$ cat config.mk
export PLATFORM = sky130hd
export DESIGN_NAME = fp_norm_seq
export DESIGN_NICKNAME = d
export VERILOG_FILES = /design/src/rtl/fp_norm_seq.sv
export SDC_FILE = /design/constraint.sdc
export NUM_CORES = 1
export LEC_CHECK = 0
export ABC_AREA = 1
export CORE_ASPECT_RATIO = 0.7
export CORE_MARGIN = 2
export CORE_UTILIZATION = 25
export DETAILED_ROUTE_END_ITERATION = 8
export GPL_ROUTABILITY_DRIVEN = 0
export GPL_TIMING_DRIVEN = 0
export PLACE_DENSITY = 0.42
export SYNTH_ARGS = -nofsm -noshare
export SYNTH_HDL_FRONTEND = slang
export SYNTH_SLANG_ARGS = --single-unit
$ cat constraint.sdc
create_clock -name clk -period 2.4 [get_ports clk]
set_input_delay 0.48 -clock clk [delete_from_list [all_inputs] [get_ports clk]]
set_output_delay 0.48 -clock clk [all_outputs]
set_load 0.05 [all_outputs]
$ cat src/rtl/fp_norm_seq.sv
// rtl/fp_norm_seq.sv - iterative one-bit-per-cycle FP32 normalize-and-pack stage
module fp_norm_seq #(
    parameter int MANT_W = 24,
    parameter int EXP_W  = 8
) (
    input  logic                      clk,
    input  logic                      rst,
    input  logic                      in_valid,
    output logic                      in_ready,
    input  logic [MANT_W:0]           in_sum,
    input  logic [EXP_W-1:0]          in_exp,
    output logic                      out_valid,
    input  logic                      out_ready,
    output logic [MANT_W+EXP_W-1:0]   out_res,
    output logic                      out_ovf,
    output logic                      out_unf
);

    // Working exponent carries two guard bits so carry increments past the max code are visible
    localparam int WE = EXP_W + 2;
    localparam logic [WE-1:0] EXP_MAX = WE'((1 << EXP_W) - 1);
    localparam logic [WE-1:0] EXP_ONE = WE'(1);

    typedef enum logic [1:0] {
        S_IDLE,
        S_NORM,
        S_DONE
    } state_t;

    state_t             r_state;
    logic               r_sign;
    logic [MANT_W:0]    r_mag;
    logic [WE-1:0]      r_exp;

    logic [MANT_W:0]    w_neg;
    logic [MANT_W:0]    w_mag;
    logic [WE-1:0]      w_exp_in;

    // Magnitude of the incoming two's-complement sum; -2^MANT_W maps onto the carry bit
    always_comb begin
        w_neg    = ~in_sum + {{MANT_W{1'b0}}, 1'b1};
        w_mag    = in_sum[MANT_W] ? w_neg : in_sum;
        w_exp_in = {2'b00, in_exp};
    end

    assign in_ready = (r_state == S_IDLE) & ~rst;

    // Accept, shift one bit per cycle until normalized/zero/underflow, then hold the result until consumed
    always_ff @(posedge clk or posedge rst) begin
        if (rst) begin
            r_state   <= S_IDLE;
            r_sign    <= 1'b0;
            r_mag     <= '0;
            r_exp     <= '0;
            out_valid <= 1'b0;
            out_res   <= '0;
            out_ovf   <= 1'b0;
            out_unf   <= 1'b0;
        end else begin
            case (r_state)
                S_IDLE: begin
                    if (in_valid) begin
                        r_sign  <= in_sum[MANT_W];
                        r_mag   <= w_mag;
                        r_exp   <= w_exp_in;
                        out_ovf <= 1'b0;
                        out_unf <= 1'b0;
                        r_state <= S_NORM;
                    end
                end
                S_NORM: begin
                    if (r_mag == '0) begin
                        // Exact cancellation always yields +0 regardless of operand signs
                        out_res   <= '0;
                        out_valid <= 1'b1;
                        r_state   <= S_DONE;
                    end else if (r_mag[MANT_W]) begin
                        // Carry out of the adder: drop the LSB, rounding already happened upstream
                        r_mag <= r_mag >> 1;
                        r_exp <= r_exp + EXP_ONE;
                    end else if (r_mag[MANT_W-1]) begin
                        if (r_exp >= EXP_MAX) begin
                            out_res <= {r_sign, {EXP_W{1'b1}}, {(MANT_W-1){1'b0}}};
                            out_ovf <= 1'b1;
                        end else begin
                            out_res <= {r_sign, r_exp[EXP_W-1:0], r_mag[MANT_W-2:0]};
                        end
                        out_valid <= 1'b1;
                        r_state   <= S_DONE;
                    end else if (r_exp <= EXP_ONE) begin
                        // No subnormal support: flush to a signed zero
                        out_res   <= {r_sign, {(EXP_W+MANT_W-1){1'b0}}};
                        out_unf   <= 1'b1;
                        out_valid <= 1'b1;
                        r_state   <= S_DONE;
                    end else begin
                        r_mag <= r_mag << 1;
                        r_exp <= r_exp - EXP_ONE;
                    end
                end
                S_DONE: begin
                    if (out_ready) begin
                        out_valid <= 1'b0;
                        r_state   <= S_IDLE;
                    end
                end
                default: begin
                    out_valid <= 1'b0;
                    r_state   <= S_IDLE;
                end
            endcase
        end
    end

endmodule

==> flow_metrics.tcl, run 1 <==
set metrics [dict create \
    crit_chain "nor2_1, inv_1, nor2_1, clkbuf_1, nand3_1, nand3b_1" \
    num_antenna_cells 0 \
    synth-compound-area-share_pct 13.65 \
    tightest_slew_ns 0.7433 \
    synth_simple_gate_area_share_pct 36.06 \
    grt_pass1_wl_um 24780 \
    area_delta_synth_final_pct 28.94 \
    wl_per_cell_um 15.89 \
    cts_made_buffers 9 \
    synthAdderAreaFrac_pct 1.066 \
    crit_arrival_ns 2.48 \
    final-max-slew-violation-count 0 \
    reg2regPathDepth 6 \
    cp_max_fo 10 \
    preCtsSetupSlack_ns -0.1570 \
    skew_ns 0.008007 \
    start_util_pct 25.78 \
    rsz0062_at_grt "false" \
    final_cell_area_sq_um 6053 \
    ys.flop_type "dfrtp_1" \
    n_fill_cell 1953 \
    min_period_ns 2.206 \
    grt_max_degree 65 \
    post_route_cells_drive_above_1_share_pct 12.67 \
    clock_sinks 73 \
    p_leak_nw 2.787 \
    clkLatencyLatePin_ns 0.35 \
    cp_top_family "simple AND/OR/NAND/NOR gates" \
    drc 0 \
    place_area_sq_um 5741 \
    cap_violations 0 \
    yosysUniqueCellTypes 34 \
    reg2reg_from "r_state[0]" \
    nets 786 \
    cts.htree.levels 3 \
    synthMuxAreaShare_pct 0 \
    rrSetupSlack_ns 0.19 \
    ys_top_cells_by_count "191 x nand2_1, 102 x nand3_1, 73 x dfrtp_1" \
    syn_inst 661 \
    place_inst 970 \
    grt_antenna_before_repair 0 \
    synthDominantCellAreaShare_pct 38.91 \
    outcome "completed" \
    fin_tns_setup_ns 0 \
    synth.ff_latch_count 73 \
    final_antenna_net_count 0 \
    max_freq_ghz 0.4533 \
    synth_area_leaders "dfrtp_1 39%, nand2_1 15%, nand3_1 11%" \
    required_ns 2.67 \
    ir_drop_v 0.0004267 \
    io_buffers 72 \
    grt.total_usage_pct 16.22 \
    finalWorstSetupSlack_ns 0.1942 \
    clk_path_buf_depth 2 \
    clk_pin_slew_ns 0.06 \
    dr.pass1.iters 5 \
    grt_overflow_total 0 \
    design.die.area_sq_um 19910 \
    cts_setup_buffers 0 \
    critPathBufInv 2 \
    async_flop_share_pct 100.0 \
    synth-seq-area-share_pct 38.91 \
    synth_nets 702 \
    clock-root-buffer "clkbuf_16" \
    synth_area_sq_um 4695 \
    synth-edff-count 0 \
    end_kind "register" \
    regArea_sq_um 1828 \
    fin_total_pwr_mw 8.051 \
    routed-via-count 4585 \
    slowest_delay_ns 0.58 \
    grt_pass1_vias 4279 \
    cts_tree "yes" \
    hold_path.class "input pin to asynchronous set/reset pin" \
    final-setup-viol-count 0 \
    yosysTopAreaCell "dfrtp_1" \
    io_pins 73 \
    fin_crit_sh_pct 91.91 \
    synth_most_common_cell "nand2_1" \
    post-route-util_pct 33.24 \
    initialDrtViolationCount 457 \
    num_rows 41 \
    start_kind "register" \
    viasPerCell 4.650 \
    multi_input_comb_area_sq_um 2404 \
    yosys_warnings 0 \
    fp.dieW_um 167.8 \
    cts_hold_buf 0 \
    timing.hold.ws_ns 0.4132 \
    core_area_sq_um 18210 \
    synth_area_per_cell_sq_um 7.102 \
    crit_type "register to register" \
    maxSlewHeadroom_pct 50.27 \
    p_per_area_nw_per_um2 1330 \
    synth_top_family_by_area "simple AND/OR/NAND/NOR gates" \
    r2r-end "r_mag[16]" \
    stdcell_count 986 \
    routed_wirelength_um 15670 \
    crit_top_cell "nor2_1" \
    cp_slowest_cell "nor2_1" \
    hold_viol_final 0 \
    dp.final_hpwl_um 12180 \
    synth_xor_area_share_pct 0.3731 \
    dieHeight_um 118.7 \
]
==> flip-flops by register name (all words and copies together) (netlist names) <==
register / count
r_sign: 1
r_state: 2
r_exp: 10
out_res: 32
out_unf: 1
r_mag: 25
out_valid: 1
out_ovf: 1
==> power by group <==
group / internal [mW] / leakage [nW] / total, mW / switching (mW)
sequential: 1.74 / 0.948 / 2.27 / 0.528
clock: 0.862 / 0.149 / 1.40 / 0.542
combinational: 1.44 / 1.69 / 4.38 / 2.93
==> final cells by class <==
cell class	count	share of cell area, %
Sequential cell	73	30.20
Clock inverter	4	0.8475
Multi-Input combinational cell	486	39.71
Tap cell	236	4.878
Inverter	70	4.403
Clock buffer	12	4.237
Buffer	32	3.390
Timing Repair Buffer	73	12.34
==> worst max-delay path by stage <==
stage,startpoint,end,depth (start not counted)
after floorplan,rst,out_ovf,1
after global placement,rst,out_res[14],2
after detailed placement,in_sum[0],r_mag[22],10
after CTS,r_exp[0],r_exp[0],12
after global routing,r_state[0],r_mag[16],6
final,r_state[0],r_mag[16],6
==> layout by cell type (no fill, tap or decap), types with 2 or more instances in the layout <==
master / count
a22oi_1: 11
clkbuf_16: 9
o22ai_1: 9
nand4_1: 5
o21ai_2: 28
or2_2: 2
o21ai_0: 27
o21ai_1: 8
inv_1: 57
buf_2: 13
nand3b_1: 15
nor2_2: 5
clkinv_2: 2
nand2_2: 2
inv_2: 10
a21oi_1: 13
clkbuf_8: 2
buf_1: 2
ha_1: 4
dfrtp_1: 72
nor2_4: 3
nand3_1: 102
nor3_1: 4
nor2_1: 50
nand3_2: 2
clkbuf_1: 7
buf_6: 8
nand2_1: 191
clkdlybuf4s50_1: 71
==> per-layer routing <==
layer | vias up | wire length, um | share of wire [%] | global-route usage (%)
met3 | 8 | 795 | 5.1 | 3.516
met1 | 2100 | 9138 | 58 | 27.08
met2 | 143 | 5603 | 36 | 20.12
met5 | - | 0 | 0 | 0
li1 | 2334 | - | - | -
met4 | 0 | 128 | 0.82 | 3.641
==> kinds of logic after synthesis <==
kind of cell,after synthesis
adders and majority gates,4
buffers and inverters,102
xor gates and xnor gates,2
DFF,73
AOI/OAI and AO/OA,98
and+or+nand+nor,382
==> worst reg2reg max path, delay by kind of cell (launching register included) <==
| kind | cells | cell delay [ns] |
|---|---|---|
| buffers and inverters | 2 | 0.57 |
| DFF | 1 | 0.42 |
| and+or+nand+nor | 4 | 1.16 |
==> timing repair <==
item / in CTS / in global routing
endpoints found under the hold margin: 0 / 0
pin swaps: 0 / 0
gates cloned: 0 / 0
endpoints found under the setup margin: 1 / 28
resized for setup: 1 / 3
(Power assumes the default switching activity.)
==> run 2, diff against run 1 <==
--- a/config.mk
+++ b/config.mk
@@ -13,6 +13,7 @@
 export GPL_ROUTABILITY_DRIVEN = 0
 export GPL_TIMING_DRIVEN = 0
 export PLACE_DENSITY = 0.42
+export SLEW_MARGIN = 25
 export SYNTH_ARGS = -nofsm -noshare
 export SYNTH_HDL_FRONTEND = slang
 export SYNTH_SLANG_ARGS = --single-unit
==> run 2 against run 1 <==
Compared with the run above:
- worst hold slack gained 0.072 ns
- combinational power is essentially flat
- sequential power is essentially flat
- critical path depth grew 6
- maximum frequency grew 1.3%
- global-route usage shrank 0.23 points
- non-clock buffer count is the same
- wire length shrank 1.1%
- count of clock-buffer cells in the layout shrank 3
- critical path type unchanged
- largest cell class unchanged
==> flow_metrics.tcl, run 2 (synthesis results as in run 1) <==
set metrics [dict create \
    outcome "completed" \
    largest_reg_flops 32 \
    regArea_sq_um 1828 \
    start_kind "register" \
    crit_arrival_ns 2.45 \
    grt_overflow_total 0 \
    cts.htree.levels 3 \
    tightest_slew_ns 0.6910 \
    slowest_delay_ns 0.45 \
    grt_max_degree 42 \
    reg2regPathDepth 12 \
    hold_viol_final 0 \
    io_pins 73 \
    fin_crit_sh_pct 90.72 \
    viasPerCell 4.643 \
    cts_made_buffers 9 \
    rsz0062_at_grt "false" \
    timing.hold.ws_ns 0.4847 \
    wl_per_cell_um 15.72 \
    required_ns 2.67 \
    min_period_ns 2.177 \
    dr.pass1.iters 5 \
    critPathLaunch "r_exp[0]" \
    core_area_sq_um 18210 \
    grt.met3_usage_pct 3.248 \
    multi_input_comb_area_sq_um 2404 \
    skew_ns 0.005020 \
    max_freq_ghz 0.4593 \
    place_inst 970 \
    post_route_cells_drive_above_1_share_pct 12.80 \
    clock_sinks 73 \
    grt_pass1_wl_um 24290 \
    grt.total_usage_pct 15.99 \
    crit_chain "inv_1, ha_1, nor2_1, nor2_4, nand3_2, nand2_1, nand2_2, nand3_2, inv_2, buf_2, nand2_1, o21ai_1" \
    fp.dieW_um 167.8 \
    clk_path_buf_depth 2 \
    ir_drop_v 0.0004697 \
    io_buffers 72 \
    clk_pin_slew_ns 0.06 \
    start_util_pct 25.78 \
    grt_util_met1_pct 26.77 \
    grt_pass1_vias 4204 \
    hold_path.class "register to register" \
    routed-via-count 4578 \
    reg_top3 "out_res x32, r_mag x25, r_exp x10" \
    cp_slowest_cell "dfrtp_2" \
    routed_wirelength_um 15500 \
    clkLatencyLatePin_ns 0.34 \
    grt-busiest-layer "met1" \
    grt_antenna_before_repair 0 \
    p_per_area_nw_per_um2 1325 \
    hold_depth 2 \
    final_antenna_net_count 0 \
    cts_tree "yes" \
    design.die.area_sq_um 19910 \
    post-route-util_pct 33.12 \
    initialDrtViolationCount 395 \
    n_fill_cell 1928 \
    dieHeight_um 118.7 \
    regMostFlops "out_res" \
    final-setup-viol-count 0 \
    reg2reg_from "r_exp[0]" \
    stdcell_count 986 \
    cts_repair_resize_count 1 \
    layout_commonest_cell "nand2_1" \
    fin_tns_setup_ns 0 \
    dp.final_hpwl_um 12250 \
    holdCritStartpoint "out_res[11]" \
    cap_violations 0 \
    num_antenna_cells 0 \
    area_delta_synth_final_pct 28.46 \
    p_leak_nw 2.780 \
    drc 0 \
    rrSetupSlack_ns 0.22 \
    final-max-slew-violation-count 0 \
    preCtsSetupSlack_ns -0.1703 \
    maxSlewHeadroom_pct 53.77 \
    nets 786 \
    crit_type "register to register" \
    clock-root-buffer "clkbuf_16" \
    cts_setup_buffers 0 \
    num_rows 41 \
    use_met2_pct 19.83 \
    finalWorstSetupSlack_ns 0.2227 \
    cts_hold_buf 0 \
    final_cell_mix "191 x nand2_1, 102 x nand3_1, 72 x dfrtp_1" \
    cp_max_fo 10 \
    end_kind "register" \
]
-- run 2: cell types whose count changed in the layout (fill, tap and decap cells not counted) --
cell and change:
buf_2 +1, buf_16 -1, clkinv_2 +2, inv_6 +1, clkbuf_8 -2, clkbuf_1 -1
clkbuf_4 -1, buf_12 +1
-- run 2: stage by stage --
step / area [sq um] / total power, mW
global placement: 5710 / 6.625
CTS: 6027 / 8.053
finish: 6031 / 7.989
floorplan: 4695 / 5.214
detailed placement: 5733 / 6.666
global route: 6031 / 8.585
-- run 2: layout make-up --
class                           count  area share (%)
Buffer                             32           3.361
Clock buffer                        9           3.734
Clock inverter                      7           1.162
Inverter                           70           4.419
Multi-Input combinational cell    486           39.85
Sequential cell                    73           30.31
Tap cell                          236           4.896
Timing Repair Buffer               73           12.26
-- run 2: per-layer routing --
layer / share of wire [%] / vias to the layer above / wire (um)
met5: 0 / - / 0
met1: 58 / 2079 / 8989
li1: - / 2333 / -
met3: 5.3 / 13 / 824
met2: 36 / 153 / 5537
met4: 0.95 / 0 / 148
-- run 2: path summary, 6_finish.rpt --
kind / endpoint
max in group asynchronous: out_res[9]
setup / recovery: r_exp[0]
setup reg to reg: r_exp[0]
min in group asynchronous: r_exp[7]
hold reg to reg: out_res[11]
hold / removal: out_res[11]
-- run 2: critical path, delay by kind of cell, from the launching register on --
kind                     cells  cell delay [ns]
AND/OR/NAND/NOR              7             0.75
buffers and inverters        3             0.55
flip-flops                   1             0.45
adder cells (fa/ha/maj)      1             0.27
AO/OA/AOI/OAI                1             0.07
-- run 2: where the power goes --
group	switching [mW]	total (mW)	leakage, nW	internal, mW
clock network	0.550	1.35	0.146	0.804
logic	2.93	4.37	1.69	1.44
registers	0.522	2.27	0.948	1.74
total	4.00	7.99	2.78	3.99
